## config.mk

```make
export PLATFORM = sky130hd
export DESIGN_NAME = output_peri_v2
export DESIGN_NICKNAME = d
export VERILOG_FILES = /design/src/rtl/output_peri_pkg.sv /design/src/rtl/hex7seg.sv /design/src/rtl/output_peri_v2.sv
export SDC_FILE = /design/constraint.sdc
export NUM_CORES = 1
export LEC_CHECK = 0
export CAP_MARGIN = 5
export CELL_PAD_IN_SITES_DETAIL_PLACEMENT = 1
export CELL_PAD_IN_SITES_GLOBAL_PLACEMENT = 1
export CORE_MARGIN = 8
export CORE_UTILIZATION = 41
export DETAILED_ROUTE_END_ITERATION = 8
export DONT_BUFFER_PORTS = 1
export PLACE_DENSITY = 0.73
export REMOVE_ABC_BUFFERS = 1
export SETUP_SLACK_MARGIN = 0.15
export SLEW_MARGIN = 5
export SYNTH_ARGS = -nofsm -noshare
export SYNTH_HDL_FRONTEND = slang
export SYNTH_SLANG_ARGS = --single-unit
```

## constraint.sdc

```tcl
create_clock -name clk -period 4.4 [get_ports clk]
set_input_delay 0.88 -clock clk [delete_from_list [all_inputs] [get_ports clk]]
set_output_delay 0.88 -clock clk [all_outputs]
set_load 0.01 [all_outputs]
```

## src/rtl/output_peri_pkg.sv

```systemverilog
// Shared definitions for output_peri_v2: register map, write ops, seven-segment lookup.
package output_peri_pkg;

   // Word addresses inside the output window
   localparam logic [7:0] AddrLedr      = 8'h00;
   localparam logic [7:0] AddrLedrSet   = 8'h04;
   localparam logic [7:0] AddrLedrClr   = 8'h08;
   localparam logic [7:0] AddrLedrTgl   = 8'h0C;
   localparam logic [7:0] AddrLedg      = 8'h10;
   localparam logic [7:0] AddrLedgSet   = 8'h14;
   localparam logic [7:0] AddrLedgClr   = 8'h18;
   localparam logic [7:0] AddrLedgTgl   = 8'h1C;
   localparam logic [7:0] AddrHexLo     = 8'h20;
   localparam logic [7:0] AddrHexHi     = 8'h24;
   localparam logic [7:0] AddrHexMode   = 8'h28;
   localparam logic [7:0] AddrLcd       = 8'h30;
   localparam logic [7:0] AddrBlinkMask = 8'h38;
   localparam logic [7:0] AddrBlinkDiv  = 8'h3C;

   // Encoding matches addr[3:2] of the LED alias groups
   typedef enum logic [1:0] {
      OpWr  = 2'd0,
      OpSet = 2'd1,
      OpClr = 2'd2,
      OpTgl = 2'd3
   } wr_op_e;

   // Active-low segments, bit0 = seg a, index = nibble value
   localparam logic [6:0] Hex7SegLut [16] = '{
      7'h40, 7'h79, 7'h24, 7'h30, 7'h19, 7'h12, 7'h02, 7'h78,
      7'h00, 7'h10, 7'h08, 7'h03, 7'h46, 7'h21, 7'h06, 7'h0E
   };

   function automatic logic [6:0] hex7seg_lut(input logic [3:0] nibble);
      return Hex7SegLut[nibble];
   endfunction

   // Byte-masked read-modify-write on a 32-bit word
   function automatic logic [31:0] apply_op(input logic [31:0] cur, input logic [31:0] data,
                                            input logic [3:0] be, input wr_op_e op);
      logic [31:0] res;
      res = cur;
      for (int i = 0; i < 4; i++) begin
         if (be[i]) begin
            unique case (op)
               OpWr:  res[8*i +: 8] = data[8*i +: 8];
               OpSet: res[8*i +: 8] = cur[8*i +: 8] | data[8*i +: 8];
               OpClr: res[8*i +: 8] = cur[8*i +: 8] & ~data[8*i +: 8];
               OpTgl: res[8*i +: 8] = cur[8*i +: 8] ^ data[8*i +: 8];
            endcase
         end
      end
      return res;
   endfunction

endpackage

```

## src/rtl/hex7seg.sv

```systemverilog
// Nibble to active-low seven-segment decoder.
module hex7seg
   import output_peri_pkg::*;
(
   input  logic [3:0] nibble,
   output logic [6:0] seg
);

   assign seg = hex7seg_lut(nibble);

endmodule

```

## src/rtl/output_peri_v2.sv

```systemverilog
// Memory-mapped output peripheral: LEDs with set/clr/tgl aliases, hex digits, LCD word,
// and a blink engine gating the red LEDs.
module output_peri_v2
   import output_peri_pkg::*;
#(
   parameter int unsigned LEDR_W  = 32,
   parameter int unsigned LEDG_W  = 32,
   parameter int unsigned NUM_HEX = 8,
   parameter int unsigned DIV_W   = 24
) (
   input  logic              clk,
   input  logic              rst_n,
   input  logic [7:0]        addr,
   input  logic [31:0]       w_data,
   input  logic              wr_en,
   input  logic [3:0]        bmask,
   output logic [31:0]       rd_data,
   output logic [6:0]        io_hex0,
   output logic [6:0]        io_hex1,
   output logic [6:0]        io_hex2,
   output logic [6:0]        io_hex3,
   output logic [6:0]        io_hex4,
   output logic [6:0]        io_hex5,
   output logic [6:0]        io_hex6,
   output logic [6:0]        io_hex7,
   output logic [LEDR_W-1:0] io_ledr,
   output logic [LEDG_W-1:0] io_ledg,
   output logic [31:0]       io_lcd
);

   localparam logic [7:0] HexMask = 8'((32'd1 << NUM_HEX) - 32'd1);

   logic [LEDR_W-1:0] ledr_q;
   logic [LEDG_W-1:0] ledg_q;
   logic [6:0]        hex_q [8];
   logic [7:0]        hex_mode_q;
   logic [31:0]       lcd_q;
   logic [LEDR_W-1:0] blink_mask_q;
   logic [DIV_W-1:0]  blink_div_q;
   logic [DIV_W-1:0]  cnt_q;
   logic              phase_q;

   logic [7:0]  word_addr;
   wr_op_e      op;
   logic [31:0] ledr_ext, ledg_ext, mask_ext, div_ext;
   logic [31:0] ledr_new, ledg_new, mask_new, div_new, lcd_new;
   logic        ledr_we, ledg_we, hex_lo_we, hex_hi_we, mode_we, lcd_we, mask_we, div_we;
   logic        unused_bits;

   assign word_addr = {addr[7:2], 2'b00};
   assign op        = wr_op_e'(addr[3:2]);

   // Zero-extend the narrow fields so reads and RMW share one 32-bit path
   always_comb begin
      ledr_ext = '0;
      ledg_ext = '0;
      mask_ext = '0;
      div_ext  = '0;
      ledr_ext[LEDR_W-1:0] = ledr_q;
      ledg_ext[LEDG_W-1:0] = ledg_q;
      mask_ext[LEDR_W-1:0] = blink_mask_q;
      div_ext[DIV_W-1:0]   = blink_div_q;
   end

   assign ledr_new = apply_op(ledr_ext, w_data, bmask, op);
   assign ledg_new = apply_op(ledg_ext, w_data, bmask, op);
   assign mask_new = apply_op(mask_ext, w_data, bmask, OpWr);
   assign div_new  = apply_op(div_ext, w_data, bmask, OpWr);
   assign lcd_new  = apply_op(lcd_q, w_data, bmask, OpWr);

   assign ledr_we   = wr_en && (word_addr[7:4] == 4'h0);
   assign ledg_we   = wr_en && (word_addr[7:4] == 4'h1);
   assign hex_lo_we = wr_en && (word_addr == AddrHexLo);
   assign hex_hi_we = wr_en && (word_addr == AddrHexHi);
   assign mode_we   = wr_en && (word_addr == AddrHexMode);
   assign lcd_we    = wr_en && (word_addr == AddrLcd);
   assign mask_we   = wr_en && (word_addr == AddrBlinkMask);
   assign div_we    = wr_en && (word_addr == AddrBlinkDiv);

   // Truncated upper bits of the RMW results are intentionally dropped
   assign unused_bits = ^{addr[1:0], ledr_new, ledg_new, mask_new, div_new};

   // Register file
   always_ff @(posedge clk or negedge rst_n) begin
      if (!rst_n) begin
         ledr_q       <= '0;
         ledg_q       <= '0;
         hex_mode_q   <= '0;
         lcd_q        <= '0;
         blink_mask_q <= '0;
         blink_div_q  <= '0;
         for (int unsigned k = 0; k < 8; k++) hex_q[k] <= '0;
      end else begin
         if (ledr_we) ledr_q <= ledr_new[LEDR_W-1:0];
         if (ledg_we) ledg_q <= ledg_new[LEDG_W-1:0];
         if (lcd_we)  lcd_q  <= lcd_new;
         if (mask_we) blink_mask_q <= mask_new[LEDR_W-1:0];
         if (div_we)  blink_div_q  <= div_new[DIV_W-1:0];
         if (mode_we && bmask[0]) hex_mode_q <= w_data[7:0] & HexMask;
         // Unimplemented digits are never written, so they stay 0
         for (int unsigned k = 0; k < 4; k++) begin
            if (hex_lo_we && bmask[k] && (k < NUM_HEX)) hex_q[k] <= w_data[8*k +: 7];
            if (hex_hi_we && bmask[k] && (k + 4 < NUM_HEX)) hex_q[k+4] <= w_data[8*k +: 7];
         end
      end
   end

   // Blink prescaler; a BLINK_DIV write takes priority over the terminal-count toggle
   always_ff @(posedge clk or negedge rst_n) begin
      if (!rst_n) begin
         cnt_q   <= '0;
         phase_q <= 1'b1;
      end else if (div_we) begin
         cnt_q   <= div_new[DIV_W-1:0];
         phase_q <= 1'b1;
      end else if (blink_div_q == '0) begin
         cnt_q   <= '0;
         phase_q <= 1'b1;
      end else if (cnt_q == '0) begin
         cnt_q   <= blink_div_q;
         phase_q <= ~phase_q;
      end else begin
         cnt_q   <= cnt_q - DIV_W'(1);
      end
   end

   // Combinational load path
   always_comb begin
      rd_data = '0;
      case (word_addr)
         AddrLedr, AddrLedrSet, AddrLedrClr, AddrLedrTgl: rd_data = ledr_ext;
         AddrLedg, AddrLedgSet, AddrLedgClr, AddrLedgTgl: rd_data = ledg_ext;
         AddrHexLo: for (int k = 0; k < 4; k++) rd_data[8*k +: 8] = {1'b0, hex_q[k]};
         AddrHexHi: for (int k = 0; k < 4; k++) rd_data[8*k +: 8] = {1'b0, hex_q[k+4]};
         AddrHexMode:   rd_data[7:0] = hex_mode_q;
         AddrLcd:       rd_data = lcd_q;
         AddrBlinkMask: rd_data = mask_ext;
         AddrBlinkDiv:  rd_data = div_ext;
         default: ;
      endcase
   end

   logic [6:0] hex_out [8];

   for (genvar k = 0; k < 8; k++) begin : g_hex
      if (k < NUM_HEX) begin : g_dig
         logic [6:0] dec;
         hex7seg u_dec (
            .nibble (hex_q[k][3:0]),
            .seg    (dec)
         );
         assign hex_out[k] = hex_mode_q[k] ? dec : hex_q[k];
      end else begin : g_off
         assign hex_out[k] = '0;
      end
   end

   assign io_hex0 = hex_out[0];
   assign io_hex1 = hex_out[1];
   assign io_hex2 = hex_out[2];
   assign io_hex3 = hex_out[3];
   assign io_hex4 = hex_out[4];
   assign io_hex5 = hex_out[5];
   assign io_hex6 = hex_out[6];
   assign io_hex7 = hex_out[7];

   assign io_ledr = ledr_q & ~(blink_mask_q & {LEDR_W{~phase_q}});
   assign io_ledg = ledg_q;
   assign io_lcd  = lcd_q;

endmodule

```

==> results summary <==
The cell sitting at the root of the clock tree is a sky130_fd_sc_hd__clkbuf_16. The antenna cell count is 0. The height of the die came out at 221 microns. The post-cts sizing count came out at 0. The H-tree level count is 1.

The total vias in the final route came out at 14800. The startpoint of the worst register-to-register path is cnt_q[8]. The half-perimeter wire length after placement came out at 42200 microns.

Counting every sink on the clock net gives 241. The commonest register cell after synthesis is sky130_fd_sc_hd__dfrtp_1. The wire length per cell after detailed routing came out at 25.3 microns. The unique cell type count in the Yosys netlist came out at 62.

The overall track demand over capacity in global routing is 24.2%. The portion of total power attributed to the clock network came out at 34.5%. The transition time of the tightest slew-check pin is 1020 ps. The CTS buffer count came out at 30. In the routed layout, each cell is associated on average with a via count of 6.12.

The worst-case vdd ir drop is 0.321 mV. The per-instance average area after synthesis came out at 9.04 sq um. The setup TNS is 0 ps.

In the synthesized netlist, mux cells make up 12.5% of the area. The post-synthesis cell count is 1908. The endpoint required time on the critical path came out at 3520 ps.

The count of buffers inserted at the top-level ports came out at 0. The total instance count after detailed placement came out at 2364. The worst path uses 80.4% of the clock period.

The combinational power share is 27.6%. Timing analysis after detailed placement gives a worst setup slack of 838 ps. The share of flip-flops with an asynchronous set or reset came out at 100%. The I/O pin count came out at 231.

The dominant combinational cell family by area after synthesis is compound AO/OA/AOI/OAI gates. Traced cell by cell, the critical path runs through or4b_1, nor2_1, a22oi_1, nand2_1. The CTS clock-pin slew for the worst setup and hold paths is 60 ps. On the worst path, the slowest cell contributes a delay of 800 ps. The die width is 221 microns.

The endpoint identified for the worst register-to-register timing path is cnt_q[1]. In the post-synthesis netlist, the biggest area contributors are sky130_fd_sc_hd__dfrtp_1 (35%), sky130_fd_sc_hd__ha_1 (13%), sky130_fd_sc_hd__mux2_2 (9.1%), sky130_fd_sc_hd__o21ai_0 (5.5%), sky130_fd_sc_hd__nand2_1 (4.5%). On the final layout, the worst hold slack is 149 ps. The worst setup path is launched from an input pin. The antenna violation net count after detailed routing came out at 0. The number of setup violations in the final report came out at 0. The routed design could run at a clock period as short as 3540 ps. The analysis attributes to net switching a power of 3.01 mW. The area of all placed cells without fillers came out at 19000 sq um.

The analysis attributes to cell leakage a power of 8.75 nW. Measured against its own limit, the worst slew margin works out to 32.0%. The number of slew-limit violations in the final report came out at 0. The floorplan die area is 48900 sq um.

TritonCTS built the clock tree. Counting instances in the post-synthesis netlist gives the leading cell types as sky130_fd_sc_hd__dfrtp_1 (240), sky130_fd_sc_hd__nand2_1 (208), sky130_fd_sc_hd__o21ai_0 (189). The design draws 8.25 mW. The total congestion overflow came out at 0. The worst setup path is captured at a primary output. The buffer and inverter count on the worst path is 0. Leaving out filler cells and counting taps, the final layout contains 2422. The quantity of hold-fixing buffers added after cts came out at 3. The area share of the leading cell type in the synthesized netlist came out at 34.8%. The biggest fanout along the worst timing path came out at 121. The initial cell density of the core is 41.3%. The setup slack of the worst register-to-register path came out at 1000 ps.

Measured on the finished design, the core utilization comes to 45.5%. Max-cap violations in this run came to 0. The worst-skew pair later-pin latency is 580 ps. STA puts the critical path data arrival time at 2660 ps.

The number of cell rows is 75. Of the total power, the share spent switching nets is 36.5%. The residual DRC count came out at 0. The cell area reported after detailed placement came out at 17800 sq um. Before antenna repair, the detailed router went through 5 iterations. The synthesized netlist devotes 20.6% of its cell area to compound gates. The tightest min-delay check is of the input pin to async pin type. The share of cells above drive strength 1 is 13.7%. The final worst slack came out at 861 ps.

The initial antenna violation count is 0. The class of the most critical setup path is input pin to primary output. The synthesized design spends more area on one cell type than any other, namely sky130_fd_sc_hd__dfrtp_1.

Based on the critical path, the design can be clocked at up to 0.283 GHz. The violation count after the first detailed-route iteration is 1157. The maximum clock skew at final layout came out at 19.8 ps. The number of failing hold endpoints at the final stage is 0. The global-route wire length before repair came out at 95100 microns. The Yosys step of the flow raised 0 warnings. The final RePlAce weighted congestion is 0.851. The adder and majority cell fraction of the synthesized area came out at 12.9%. The count of buffers added by post-CTS timing repair for setup is 0.

The filler cell count in the final layout came out at 4782. The standard cell core area is 41800 sq um. Of the synthesized area, sequential elements account for 35.0%. The number of buffers on the longest clock path is 3. Counting flops with a built-in enable in the synthesized netlist gives 0. The run finished with clean final reports.

The synthesized netlist devotes 12.6% of its cell area to simple gates. The pin count of the biggest net entering global routing is 237. The power density over the cells is 435 nW/um^2. Of the total power, registers draw 37.9%. The routed design has 61200 microns of wire. Yosys instantiated no cell more often than sky130_fd_sc_hd__dfrtp_1. The share of the synthesized netlist area taken by xor and xnor gates is 0.609%. The category of cells accounting for the largest share of critical-path delay is simple AND/OR/NAND/NOR gates.

The design internal power is 5.24 mW. Setup repair after global routing left no endpoint under its margin. From synthesis to final layout, the design area changed by 10.1%.

The number of global-route vias before repair came out at 15500. The number of cell instances on the worst register-to-register path is 5. The total standard cell area after synthesis is 17300 sq um. The final layout contains 2085 nets. The number of flip-flops and latches in the synthesized netlist came out at 241. Among all stages on the critical path, the largest delay is contributed by sky130_fd_sc_hd__or4b_1.
power groups by stage:
stage               combinational (mW)  clock, mW  sequential (mW)
detailed placement                2.20          0             3.16
CTS                               2.29       2.92             3.13
floorplan                         1.66          0             2.97
global route                      2.54       2.98             3.19
global placement                  2.08          0             3.14
finish                            2.28       2.85             3.13
state kept, by name (all words and copies together), names as in the netlist, 8 cells and up:
| name | flops |
|---|---|
| blink_div_q | 24 |
| cnt_q | 24 |
| io_lcd | 32 |
| io_ledg | 32 |
| blink_mask_q | 32 |
| ledr_ext | 32 |
| hex_q | 56 |
| hex_mode_q | 8 |
worst max-delay path by stage:
stage | start | endpoint | slack, ps | depth (start not counted)
2_1_floorplan | addr[6] | rd_data[0] | 260 | 4
3_3_place_gp | addr[2] | rd_data[23] | 850 | 4
3_5_place_dp | addr[2] | rd_data[23] | 840 | 4
4_1_cts | addr[2] | rd_data[23] | 840 | 4
5_1_grt | addr[5] | rd_data[18] | 770 | 6
6_report | addr[2] | rd_data[23] | 860 | 4
cell families after synthesis:
family / after synthesis
and+or+nand+nor: 484
xor gates and xnor gates: 12
muxes: 185
AOI/OAI and AO/OA: 541
buffers and inverters: 267
adders and majority gates: 178
DFF: 241
area by class of cell:
class                      instances  area (sq um)  area share [%]
tap                              539           674            3.55
sequential                       241          6030            31.8
inverter                         147           552            2.91
clock inverter                    16           274            1.44
multi-input combinational       1400         10200            53.9
timing repair buffer              40           355            1.87
clock buffer                      39           866            4.56
per-layer routing:
layer	global-route usage, %	wire (microns)
met4	7.81	1850
met2	42.4	30400
met5	0	0
met1	29.6	25500
met3	4.84	3480
cell usage in the layout (no fill, tap or decap), types with 5 or more instances in the layout:
master / synthesis / final
sky130_fd_sc_hd__a22o_1: 15 / 15
sky130_fd_sc_hd__buf_4: 0 / 36
sky130_fd_sc_hd__a211o_1: 54 / 54
sky130_fd_sc_hd__o31a_1: 6 / 6
sky130_fd_sc_hd__clkbuf_16: 0 / 31
sky130_fd_sc_hd__a221oi_1: 14 / 14
sky130_fd_sc_hd__o211ai_1: 61 / 61
sky130_fd_sc_hd__nand3_1: 65 / 65
sky130_fd_sc_hd__mux4_2: 10 / 10
sky130_fd_sc_hd__a211oi_1: 7 / 7
sky130_fd_sc_hd__nor3_1: 24 / 23
sky130_fd_sc_hd__mux2i_1: 36 / 36
sky130_fd_sc_hd__ha_1: 178 / 178
sky130_fd_sc_hd__mux2_2: 139 / 139
sky130_fd_sc_hd__inv_1: 147 / 146
sky130_fd_sc_hd__nor4_1: 14 / 13
sky130_fd_sc_hd__o32ai_1: 20 / 20
sky130_fd_sc_hd__nor2_1: 118 / 116
sky130_fd_sc_hd__a21oi_1: 79 / 79
sky130_fd_sc_hd__bufinv_16: 0 / 7
sky130_fd_sc_hd__nor2_2: 4 / 6
sky130_fd_sc_hd__nand2b_1: 12 / 12
sky130_fd_sc_hd__dfrtp_1: 240 / 240
sky130_fd_sc_hd__o22ai_1: 24 / 24
sky130_fd_sc_hd__nand2_1: 208 / 208
sky130_fd_sc_hd__nor2b_1: 5 / 5
sky130_fd_sc_hd__clkbuf_8: 0 / 6
sky130_fd_sc_hd__a222oi_1: 16 / 16
sky130_fd_sc_hd__a31oi_1: 7 / 7
sky130_fd_sc_hd__o21ai_0: 189 / 189
sky130_fd_sc_hd__a22oi_1: 27 / 27
sky130_fd_sc_hd__xnor2_1: 8 / 8
worst reg2reg max path, delay by kind of cell (launching register included):
family	cells	cell delay [ps]
DFF	1	420
AOI/OAI and AO/OA	1	230
and+or+nand+nor	4	2640
(Power assumes the default switching activity.)
